[config.mk]
export PLATFORM = sky130hd
export DESIGN_NAME = pwm_motor_driver
export DESIGN_NICKNAME = d
export VERILOG_FILES = /design/src/rtl/pwm_motor_pkg.sv /design/src/rtl/pwm_motor_channel.sv /design/src/rtl/pwm_motor_driver.sv
export SDC_FILE = /design/constraint.sdc
export NUM_CORES = 1
export LEC_CHECK = 0
export ABC_AREA = 1
export CORE_MARGIN = 1.5
export CORE_UTILIZATION = 25
export DETAILED_ROUTE_END_ITERATION = 6
export MAX_ROUTING_LAYER = met4
export SYNTH_ARGS = -nofsm -noshare
export SYNTH_HDL_FRONTEND = slang
export SYNTH_SLANG_ARGS = --single-unit
[constraint.sdc]
create_clock -name clock -period 22 [get_ports clock]
set_input_delay 2.2 -clock clock [delete_from_list [all_inputs] [get_ports clock]]
set_output_delay 2.2 -clock clock [all_outputs]
set_load 0.01 [all_outputs]
[src/rtl/pwm_motor_pkg.sv]
`default_nettype none
// ============================================================================
//  Module   : pwm_motor_pkg
//  Purpose  : Shared types and helpers for the PWM H-bridge motor driver:
//             channel state encoding, percent width and duty clamp.
//  Revision : 1.0 - initial release
// ============================================================================
package pwm_motor_pkg;

  // Duty values are whole percent, 0..100 fits in 7 bits.
  localparam int unsigned PCT_W = 7;

  // Per-channel reversal sequencer states.
  typedef enum logic [1:0] {
    ST_RUN       = 2'd0,
    ST_RAMP_DOWN = 2'd1,
    ST_DEAD      = 2'd2
  } chState_t;

  // Saturate a raw command at 100 %, then clip it to the stall limit.
  function automatic logic [PCT_W-1:0] clampPct(input logic [PCT_W-1:0] pct,
                                                input int unsigned      maxPct);
    logic [PCT_W-1:0] lim;
    logic [PCT_W-1:0] sat;
    lim = (maxPct > 100) ? PCT_W'(100) : PCT_W'(maxPct);
    sat = (pct > PCT_W'(100)) ? PCT_W'(100) : pct;
    return (sat > lim) ? lim : sat;
  endfunction

endpackage : pwm_motor_pkg
`default_nettype wire

[src/rtl/pwm_motor_channel.sv]
`default_nettype none
// ============================================================================
//  Module   : pwm_motor_channel
//  Purpose  : One H-bridge channel: duty clamp, slew-limited ramp, on-time
//             computation, safe-reversal sequencer and registered bridge pins.
//  Revision : 1.0 - initial release
// ============================================================================
module pwm_motor_channel
  import pwm_motor_pkg::*;
#(
  parameter int unsigned PERIOD       = 625_000,
  parameter int unsigned CNT_W        = 20,
  parameter int unsigned MAX_PCT      = 80,
  parameter int unsigned RAMP_STEP    = 10,
  parameter int unsigned DEAD_PERIODS = 2,
  parameter bit          INVERT       = 1'b0
) (
  input  logic             clock,
  input  logic             resetN,
  input  logic             tick,
  input  logic [CNT_W-1:0] count,
  input  logic             stopped,
  input  logic [PCT_W-1:0] dutyPct,
  input  logic             dirRev,
  output logic             hbEn,
  output logic             hbInA,
  output logic             hbInB,
  output logic             busy
);

  // Counter must hold DEAD_PERIODS and never collapse to zero width.
  localparam int unsigned     DEAD_W   = (DEAD_PERIODS < 2) ? 1 : $clog2(DEAD_PERIODS + 1);
  localparam logic [PCT_W-1:0] STEP    = PCT_W'(RAMP_STEP);
  localparam int unsigned     PROD_W   = CNT_W + PCT_W;
  localparam logic [PROD_W-1:0] PERIOD_X = PROD_W'(PERIOD);
  localparam logic [PROD_W-1:0] HUNDRED  = PROD_W'(100);

  chState_t          r_state;
  chState_t          w_stateNext;
  logic [DEAD_W-1:0] r_deadCnt;
  logic [DEAD_W-1:0] w_deadCntNext;
  logic              r_curDir;
  logic              w_curDirNext;
  logic [PCT_W-1:0]  r_curPct;
  logic [PCT_W-1:0]  w_target;
  logic [PCT_W-1:0]  w_goal;
  logic [PCT_W-1:0]  w_nextPct;
  logic [PCT_W-1:0]  w_delta;
  logic [CNT_W-1:0]  r_onCnt;
  logic [CNT_W-1:0]  w_onCntNext;
  logic [PROD_W-1:0] w_prod;
  logic              r_hbEn;
  logic              r_inA;
  logic              r_inB;
  logic              w_drive;
  logic              w_dirA;

  assign w_target = clampPct(dutyPct, MAX_PCT);

  // Sequencer state register: state, dead-time counter and applied direction.
  always_ff @(posedge clock or negedge resetN) begin
    if (!resetN) begin
      r_state   <= ST_RUN;
      r_deadCnt <= '0;
      r_curDir  <= 1'b0;
    end else begin
      r_state   <= w_stateNext;
      r_deadCnt <= w_deadCntNext;
      r_curDir  <= w_curDirNext;
    end
  end

  // Next-state logic and ramp goal; the stop latch overrides everything.
  always_comb begin
    w_stateNext   = r_state;
    w_deadCntNext = r_deadCnt;
    w_curDirNext  = r_curDir;
    w_goal        = w_target;
    case (r_state)
      ST_RUN: begin
        w_goal = w_target;
        if (dirRev != r_curDir) begin
          w_stateNext = ST_RAMP_DOWN;
        end
      end
      ST_RAMP_DOWN: begin
        // A request that flips back here is ignored; the swap samples dirRev at DEAD exit.
        w_goal = '0;
        if (tick && (r_curPct == '0)) begin
          w_stateNext   = ST_DEAD;
          w_deadCntNext = DEAD_W'(DEAD_PERIODS);
        end
      end
      ST_DEAD: begin
        w_goal = '0;
        if (tick) begin
          // Count of 0 or 1 ends the dead time at this boundary.
          if (r_deadCnt <= DEAD_W'(1)) begin
            w_stateNext   = ST_RUN;
            w_deadCntNext = '0;
            w_curDirNext  = dirRev;
          end else begin
            w_deadCntNext = r_deadCnt - DEAD_W'(1);
          end
        end
      end
      default: begin
        w_stateNext   = ST_RUN;
        w_deadCntNext = '0;
        w_goal        = '0;
      end
    endcase
    if (stopped) begin
      w_stateNext   = ST_RUN;
      w_deadCntNext = '0;
      w_goal        = '0;
    end
  end

  // Move toward the goal by at most one step without overshooting it.
  always_comb begin
    w_nextPct = r_curPct;
    w_delta   = '0;
    if (r_curPct < w_goal) begin
      w_delta   = w_goal - r_curPct;
      w_nextPct = r_curPct + ((w_delta > STEP) ? STEP : w_delta);
    end else if (r_curPct > w_goal) begin
      w_delta   = r_curPct - w_goal;
      w_nextPct = r_curPct - ((w_delta > STEP) ? STEP : w_delta);
    end
  end

  assign w_prod      = PERIOD_X * PROD_W'(w_nextPct);
  assign w_onCntNext = CNT_W'(w_prod / HUNDRED);

  // Duty and on-time update only at the period boundary, so a period never changes mid-way.
  always_ff @(posedge clock or negedge resetN) begin
    if (!resetN) begin
      r_curPct <= '0;
      r_onCnt  <= '0;
    end else if (stopped) begin
      r_curPct <= '0;
      r_onCnt  <= '0;
    end else if (tick) begin
      r_curPct <= w_nextPct;
      r_onCnt  <= w_onCntNext;
    end
  end

  assign w_drive = !stopped && (r_state != ST_DEAD);
  assign w_dirA  = r_curDir ^ INVERT;

  // Registered bridge pins; onCnt of 0 keeps enable low for the whole period.
  always_ff @(posedge clock or negedge resetN) begin
    if (!resetN) begin
      r_hbEn <= 1'b0;
      r_inA  <= 1'b0;
      r_inB  <= 1'b0;
    end else begin
      r_hbEn <= w_drive && (count < r_onCnt);
      r_inA  <= w_drive && w_dirA;
      r_inB  <= w_drive && !w_dirA;
    end
  end

  assign hbEn  = r_hbEn;
  assign hbInA = r_inA;
  assign hbInB = r_inB;
  assign busy  = (r_state != ST_RUN);

endmodule : pwm_motor_channel
`default_nettype wire

[src/rtl/pwm_motor_driver.sv]
`default_nettype none
// ============================================================================
//  Module   : pwm_motor_driver
//  Purpose  : N-channel PWM H-bridge driver with shared period counter,
//             latched collision stop and per-channel ramp/reversal logic.
//  Revision : 1.0 - initial release
// ============================================================================
module pwm_motor_driver
  import pwm_motor_pkg::*;
#(
  parameter int unsigned NUM_CH       = 2,
  parameter int unsigned CLK_HZ       = 50_000_000,
  parameter int unsigned PWM_HZ       = 80,
  parameter int unsigned CNT_W        = 20,
  parameter int unsigned MAX_PCT      = 80,
  parameter int unsigned RAMP_STEP    = 10,
  parameter int unsigned DEAD_PERIODS = 2,
  parameter int unsigned INVERT_MASK  = 'b10
) (
  input  logic                    clock,
  input  logic                    resetN,
  input  logic [PCT_W*NUM_CH-1:0] dutyPct,
  input  logic [NUM_CH-1:0]       dirRev,
  input  logic                    collision,
  input  logic                    resume,
  output logic [NUM_CH-1:0]       hbEn,
  output logic [NUM_CH-1:0]       hbInA,
  output logic [NUM_CH-1:0]       hbInB,
  output logic                    stopped,
  output logic [NUM_CH-1:0]       busy
);

  localparam int unsigned      PERIOD = CLK_HZ / PWM_HZ;
  localparam logic [CNT_W-1:0] LAST   = CNT_W'(PERIOD - 1);

  logic [CNT_W-1:0] r_count;
  logic             w_tick;
  logic             r_stopped;

  assign w_tick = (r_count == LAST);

  // Shared period counter, wrapping at PERIOD-1.
  always_ff @(posedge clock or negedge resetN) begin
    if (!resetN) begin
      r_count <= '0;
    end else if (w_tick) begin
      r_count <= '0;
    end else begin
      r_count <= r_count + CNT_W'(1);
    end
  end

  // Collision stop latch; collision wins over a coincident resume.
  always_ff @(posedge clock or negedge resetN) begin
    if (!resetN) begin
      r_stopped <= 1'b0;
    end else if (collision) begin
      r_stopped <= 1'b1;
    end else if (resume) begin
      r_stopped <= 1'b0;
    end
  end

  assign stopped = r_stopped;

  genvar i;
  generate
    for (i = 0; i < NUM_CH; i++) begin : g_ch
      pwm_motor_channel #(
        .PERIOD       (PERIOD),
        .CNT_W        (CNT_W),
        .MAX_PCT      (MAX_PCT),
        .RAMP_STEP    (RAMP_STEP),
        .DEAD_PERIODS (DEAD_PERIODS),
        .INVERT       (((INVERT_MASK >> i) & 1) != 0)
      ) u_ch (
        .clock   (clock),
        .resetN  (resetN),
        .tick    (w_tick),
        .count   (r_count),
        .stopped (r_stopped),
        .dutyPct (dutyPct[PCT_W*i +: PCT_W]),
        .dirRev  (dirRev[i]),
        .hbEn    (hbEn[i]),
        .hbInA   (hbInA[i]),
        .hbInB   (hbInB[i]),
        .busy    (busy[i])
      );
    end
  endgenerate

endmodule : pwm_motor_driver
`default_nettype wire

Word level (Yosys, flattened, before mapping)
Index checks and enable logic that the tools add are counted.
{"block": "totals", "register_bits": 91, "out_inout_bits": 9, "elab_cells": 142}
{"block": "classes", "n_bitwise": 1, "div": 2, "n_mul": 2, "add_sub_neg": 11, "reduce_logical": 26, "eq_ne": 19, "n_lt_le_gt_ge": 16, "n_mux": 47}
{"cell": "7-bit 2-to-1 mux", "n": 20}
{"cell": "20-bit 2-to-1 mux", "n": 5}
{"cell": "27-bit by 7-bit divider with 27-bit output (second input constant)", "n": 2}
{"cell": "17-bit by 7-bit multiplier with 24-bit output (first input constant)", "n": 2}
{"cell": "7-bit subtractor", "n": 6}
{"cell": "20-bit < comparator", "n": 2}
{"cell": "2-bit 2-to-1 mux", "n": 16}
{"cell": "7-bit by 4-bit > comparator with 1-bit output (second input constant)", "n": 4}
{"cell": "7-bit > comparator (second input constant)", "n": 4}
{"cell": "2-bit one-hot mux with 3 select lines", "n": 4}
{"cell": "3-bit by 2-bit != test with 1-bit output (second input constant)", "n": 7}
{"cell": "20-bit by 1-bit adder with 20-bit output (second input constant)", "n": 1}
{"cell": "20-bit equality test (second input constant)", "n": 1}
{"cell": "7-bit adder", "n": 2}
{"cell": "7-bit > comparator", "n": 2}
{"cell": "7-bit logical NOT", "n": 2}
{"cell": "7-bit < comparator", "n": 2}
{"cell": "3-bit AND reduction", "n": 4}
{"cell": "1-bit logical AND", "n": 10}
{"cell": "2-bit != test (second input constant)", "n": 4}
{"cell": "4-bit AND reduction", "n": 2}
{"cell": "2-bit nonzero test", "n": 4}
{"cell": "2-bit by 1-bit equality test with 1-bit output (second input constant)", "n": 2}
{"cell": "2-bit equality test (second input constant)", "n": 2}
{"cell": "8 further kinds", "n": 14}

Logic depth before layout (Yosys ltp)
{"block": "depth", "depth_word": 16, "mapped_depth": 158, "ltp_nobuf": 157}

Cells and area by module
From an unflattened synthesis, not the netlist that was laid out.
{"block": "unflattened", "hier_cells": 2918, "area_unflattened_um2": 18707.9}
{"mod": "pwm_motor_channel (g_ch[0].u_ch)", "area_per_inst_um2": 8767.2, "instances": 1, "cells_each": 1395}
{"mod": "pwm_motor_channel (g_ch[1].u_ch)", "area_per_inst_um2": 8712.1, "instances": 1, "cells_each": 1356}
{"mod": "pwm_motor_driver", "area_per_inst_um2": 1228.7, "instances": 1, "cells_each": 167}

Least setup slack after synthesis
No wires, ideal clock.
{"block": "synth_path", "path_kind": "input-to-reg", "start": "input port dutyPct[0]", "end": "register g_ch[0].u_ch.r_onCnt[0]", "stages": 122, "setup_ns": 0.121, "t_arrival_ns": 17.093, "setup_slack_ns": 4.786, "cell_sequence": "o21ai_0 > a21oi_1 > inv_1 > nand2_1 > o2111ai_1 > nand3_1 > nand3_1 > nor2_1 > ha_1 > clkbuf_1 > inv_1 > o31ai_1 > xor2_1 > a22o_1 > nor4_1 > inv_1 > or2_2 > ha_1 > [... 86 more ...] > nand2_2 > nand2_2 > nand4_1 > nand2_4 > nand2_4 > nand2_2 > nand2_1 > inv_1 > ha_1 > inv_1 > nand4_1 > nand2_1 > nand2_1 > nand2_1 > nand2_1 > nand3_1 > o21bai_1 > nand2_1"}
{"block": "synth_via", "elab_chain_cells": 16, "elab_cells_between_ends": 22}
{"item": "start, declared", "line": "pwm_motor_driver.sv:22", "rtl": "input logic [PCT_W*NUM_CH-1:0] dutyPct,"}
{"item": "7-bit > comparator", "line": "pwm_motor_pkg.sv:26", "rtl": "sat = (pct > PCT_W'(100)) ? PCT_W'(100) : pct;"}
{"item": "7-bit 2-to-1 mux (*)", "line": "pwm_motor_pkg.sv:26"}
{"item": "7-bit > comparator", "line": "pwm_motor_pkg.sv:27", "rtl": "return (sat > lim) ? lim : sat;"}
{"item": "7-bit 2-to-1 mux (*)", "line": "pwm_motor_pkg.sv:27"}
{"item": "7-bit 2-to-1 mux (*)", "line": "pwm_motor_channel.sv:79", "rtl": "case (r_state)"}
{"item": "7-bit 2-to-1 mux (*)", "line": "pwm_motor_channel.sv:113", "rtl": "if (stopped) begin"}
{"item": "7-bit subtractor", "line": "pwm_motor_channel.sv:128", "rtl": "w_delta = r_curPct - w_goal;"}
{"item": "7-bit by 4-bit > comparator with 1-bit output", "line": "pwm_motor_channel.sv:129", "rtl": "w_nextPct = r_curPct - ((w_delta > STEP) ? STEP : w_delta);"}
{"item": "7-bit 2-to-1 mux", "line": "pwm_motor_channel.sv:129"}
{"item": "7-bit subtractor", "line": "pwm_motor_channel.sv:129"}
{"item": "7-bit 2-to-1 mux", "line": "pwm_motor_channel.sv:127", "rtl": "end else if (r_curPct > w_goal) begin"}
{"item": "7-bit 2-to-1 mux (*)", "line": "pwm_motor_channel.sv:124", "rtl": "if (r_curPct < w_goal) begin"}
{"item": "17-bit by 7-bit multiplier with 24-bit output (*)", "line": "pwm_motor_channel.sv:133", "rtl": "assign w_prod = PERIOD_X * PROD_W'(w_nextPct);"}
{"item": "27-bit by 7-bit divider with 27-bit output (*)", "line": "pwm_motor_channel.sv:134", "rtl": "assign w_onCntNext = CNT_W'(w_prod / HUNDRED);"}
{"item": "20-bit 2-to-1 mux (*)", "line": "pwm_motor_channel.sv:144", "rtl": "end else if (tick) begin"}
{"item": "20-bit 2-to-1 mux (*)", "line": "pwm_motor_channel.sv:141", "rtl": "end else if (stopped) begin"}
{"item": "end signal, assigned", "line": "pwm_motor_channel.sv:146", "rtl": "r_onCnt <= w_onCntNext;"}
{"item": "end, declared", "line": "pwm_motor_channel.sv:49", "rtl": "logic [CNT_W-1:0] r_onCnt;"}
Every way passes the cells marked *; elsewhere a longest branch is shown, timed or not. The select of a mux whose other input is x is not followed.
A chain may end at the register's enable or synchronous reset.

Final worst setup path
{"block": "layout_path", "start": "input port dutyPct[6]", "end": "register g_ch[0].u_ch.r_onCnt[0]"}
The elaborated chain is that of the path after synthesis.

==> results.json <==
{
  "status": "finished clean",
  "cts.clk_slew.worst_paths_ns": 0.08,
  "max_freq_ghz": 0.0498,
  "rrSetupSlack_ns": 3.65,
  "grt_usage_pct": 12.2,
  "wl_mm": 45.8,
  "portBuffers": 28,
  "yosysSeqAreaShare_pct": 12.1,
  "synth-main-ff-cell": "dfrtp_1",
  "synth_edf_count": 0,
  "synth-async-reset-ratio_pct": 100,
  "drive_gt1_share_pct": 17.3,
  "hold_path.class": "reg -> reg",
  "synth-seq-cells": 91,
  "hold-path-cell-count": 1,
  "max_stage_delay_ns": 0.75,
  "slew_viol_final": 0,
  "synth.distinct_cells": 75,
  "synth_xor_area_share_pct": 2.92,
  "grt_pass1_wl_mm": 78.7,
  "maxCapViolCount": 0,
  "wire_per_inst_um": 11.9,
  "tightest_slew_ns": 1.13,
  "setup_viol": 0,
  "cts_made_buffers": 9,
  "post_cts_resized": 0,
  "hold_path_end": "g_ch[1].u_ch.hbInA",
  "synth_top_family_by_area": "simple AND/OR/NAND/NOR gates",
  "syn_to_final_growth_pct": 9.08,
  "drt_iter0_markers": 910,
  "r2r_end": "g_ch[0].u_ch.r_onCnt[0]",
  "skew_ns": 0.0129,
  "dr_wl_met3_um": 871,
  "drt-vias-per-instance": 4.55,
  "worst-r2r-cell-count": 119,
  "yosys.area_share.simple_pct": 42.2,
  "hold_buffers": 0,
  "grt_pass1_vias": 16500,
  "num_antenna_cells": 0,
  "syn_inst": 2854,
  "syn_avg_cell_area_um2": 6.61,
  "wl_met1_mm": 23.0,
  "max-clock-path-buffers": 2,
  "rsz0062_at_grt": "false",
  "clock-sinks": 91,
  "vias": 17500,
  "fp-row-count": 100,
  "muxShareOfSynthArea_pct": 0,
  "dp_hpwl_mm": 38.0,
  "final_antenna_net_count": 0,
  "drt_pass1_iterations": 5,
  "final_nets": 3153,
  "syn_area_mm2": 0.0189,
  "synth_adder_area_share_pct": 18.4,
  "gr-total-overflow": 0,
  "h-tree-depth": 3,
  "cp-start-kind": "primary input",
  "hold_viol_final": 0,
  "wl_met2_mm": 21.5,
  "cp_common_cell": "nand2_2",
  "dieArea_mm2": 0.0772,
  "highest_layer": "met4",
  "critPathCaptureType": "register",
  "fin_crit_ns": 20.09,
  "gp_congestion": 0.903,
  "critical_path_arrival_ns": 20.33,
  "reg2reg_from": "g_ch[0].u_ch.r_state[0]",
  "start_util_pct": 25.3,
  "crit_fanout": 8,
  "cts_tree": "built",
  "crit_path_top_delay_cell": "a32oi_1",
  "relSlewSlack_pct": 23.6,
  "synth_compound_area_share_pct": 12.3,
  "coreArea_mm2": 0.0746,
  "n_fill_cell": 8239,
  "path_class": "in -> reg",
  "drc": 0,
  "grt_max_degree": 61,
  "antenna_found_initial": 0,
  "clock_latency_ns": 0.36,
  "critPathRequiredTime_ns": 22.24,
  "cts_root_buf": "clkbuf_16",
  "hold_start": "g_ch[1].u_ch.r_curDir",
  "yosysWarningCount": 0,
  "io-pin-count": 29,
  "tns_ns": 0,
  "die_height_um": 278,
  "fin_crit_sh_pct": 91.3,
  "die_w_um": 278,
  "post_cts_buffers": 0
}
worst max-delay path by stage:
stage | start | endpoint | slack, ns | cells after the start
floorplan | dutyPct[0] | g_ch[0].u_ch.r_onCnt[0] | 4.79 | 122
global placement | dutyPct[6] | g_ch[0].u_ch.r_onCnt[0] | 1.73 | 124
detailed placement | dutyPct[6] | g_ch[0].u_ch.r_onCnt[0] | 1.64 | 122
CTS | dutyPct[6] | g_ch[0].u_ch.r_onCnt[0] | 1.99 | 122
global route | dutyPct[6] | g_ch[0].u_ch.r_onCnt[0] | 0.03 | 122
finish | dutyPct[6] | g_ch[0].u_ch.r_onCnt[0] | 1.91 | 122
cell families (layout without fill, tap and decap cells):
| kind of cell | count (synthesis) | in the layout |
|---|---|---|
| xor gates and xnor gates | 63 | 63 |
| and+or+nand+nor | 1475 | 1475 |
| buffers and inverters | 577 | 600 |
| other | 2 | 8 |
| DFF | 91 | 91 |
| adders and majority gates | 255 | 255 |
| AOI/OAI and AO/OA | 391 | 391 |
flip-flops by register name, indices dropped and copies added, names as in the netlist:
name	cells
g_ch.u_ch.r_curPct	14
g_ch.u_ch.r_state	4
g_ch.u_ch.hbInA	2
r_count	20
g_ch.u_ch.hbEn	2
g_ch.u_ch.hbInB	2
stopped	1
g_ch.u_ch.r_onCnt	40
g_ch.u_ch.r_curDir	2
g_ch.u_ch.r_deadCnt	4
per-stage QoR:
step / cells / cell area [um2] / utilization [%] / worst slack, ns / hold WS (ns)
5_1_grt: 3852 / 20600 / 27.6 / 0.0281 / 0.485
4_1_cts: 3852 / 20600 / 27.6 / 1.99 / 0.464
3_5_place_dp: 3836 / 20300 / 27.2 / 1.64 / 0.455
3_3_place_gp: 3836 / 20300 / 27.2 / 1.73 / 0.455
2_1_floorplan: 2860 / 18900 / - / 4.79 / 0.403
6_report: 3852 / 20600 / 27.6 / 1.91 / 0.454
cells in the final DEF, fill, tap and decap left out, types with 6 or more instances in the layout:
cell / synthesis / routed
a21oi_1: 98 / 98
nand3_1: 226 / 226
conb_1: 2 / 8
o21ai_1: 36 / 36
clkdlybuf4s50_1: 0 / 27
o21ai_0: 129 / 129
clkbuf_16: 0 / 9
nor3_1: 20 / 20
nand4_1: 71 / 71
ha_1: 217 / 217
inv_2: 43 / 43
nor2_1: 173 / 173
nand2_4: 80 / 80
o211ai_1: 13 / 13
nand2_2: 206 / 206
inv_1: 487 / 487
buf_4: 8 / 9
o21bai_1: 11 / 11
clkinv_1: 7 / 7
xnor2_1: 17 / 17
xor2_1: 46 / 46
dfrtp_1: 91 / 91
or2_2: 9 / 9
o21ai_2: 6 / 6
nor2_4: 21 / 21
o21a_1: 6 / 6
fa_1: 38 / 38
a21oi_2: 7 / 7
nor2_2: 19 / 19
nand4_2: 16 / 16
nand3_2: 30 / 30
nand2_1: 574 / 574
a21o_1: 6 / 6
o22ai_1: 24 / 24
synthesized netlist by cell type (43+ instances only):
| cell type | count | share of area [%] |
|---|---|---|
| dfrtp_1 | 91 | 12 |
| nand4_1 | 71 | 2.4 |
| o21ai_0 | 129 | 3.4 |
| nand2_2 | 206 | 6.8 |
| nand2_4 | 80 | 4.8 |
| ha_1 | 217 | 14 |
| nand3_1 | 226 | 6.0 |
| inv_2 | 43 | 0.86 |
| xor2_1 | 46 | 2.1 |
| nand2_1 | 574 | 11 |
| a21oi_1 | 98 | 2.6 |
| nor2_1 | 173 | 3.4 |
| inv_1 | 487 | 9.7 |
cell type report:
type	instances	area, um2	area share, %
clock buffers	9	225	1.09
flip-flops and latches	91	2280	11.1
inverters	548	2130	10.3
multi-input cells	2192	14300	69.7
clock inverters	7	65.1	0.316
well taps	969	1210	5.89
repair buffers	36	338	1.64
layer usage:
| metal | up-vias | GRT usage (%) |
|---|---|---|
| met5 | - | - |
| met4 | 0 | 2.03 |
| met3 | 25 | 0.649 |
| met2 | 192 | 20.7 |
| met1 | 8021 | 16.3 |
| li1 | 9291 | - |
critical path, delay by kind of cell:
kind	cells	cell delay, ns
simple gates	88	10.26
fa+ha+maj	8	2.64
compound gates	15	3.43
buf+inv	9	1.23
xor+xnor	2	0.53
Power is not shown: default switching activity piles up to over one toggle a cycle in this logic, so the estimate is an artifact.
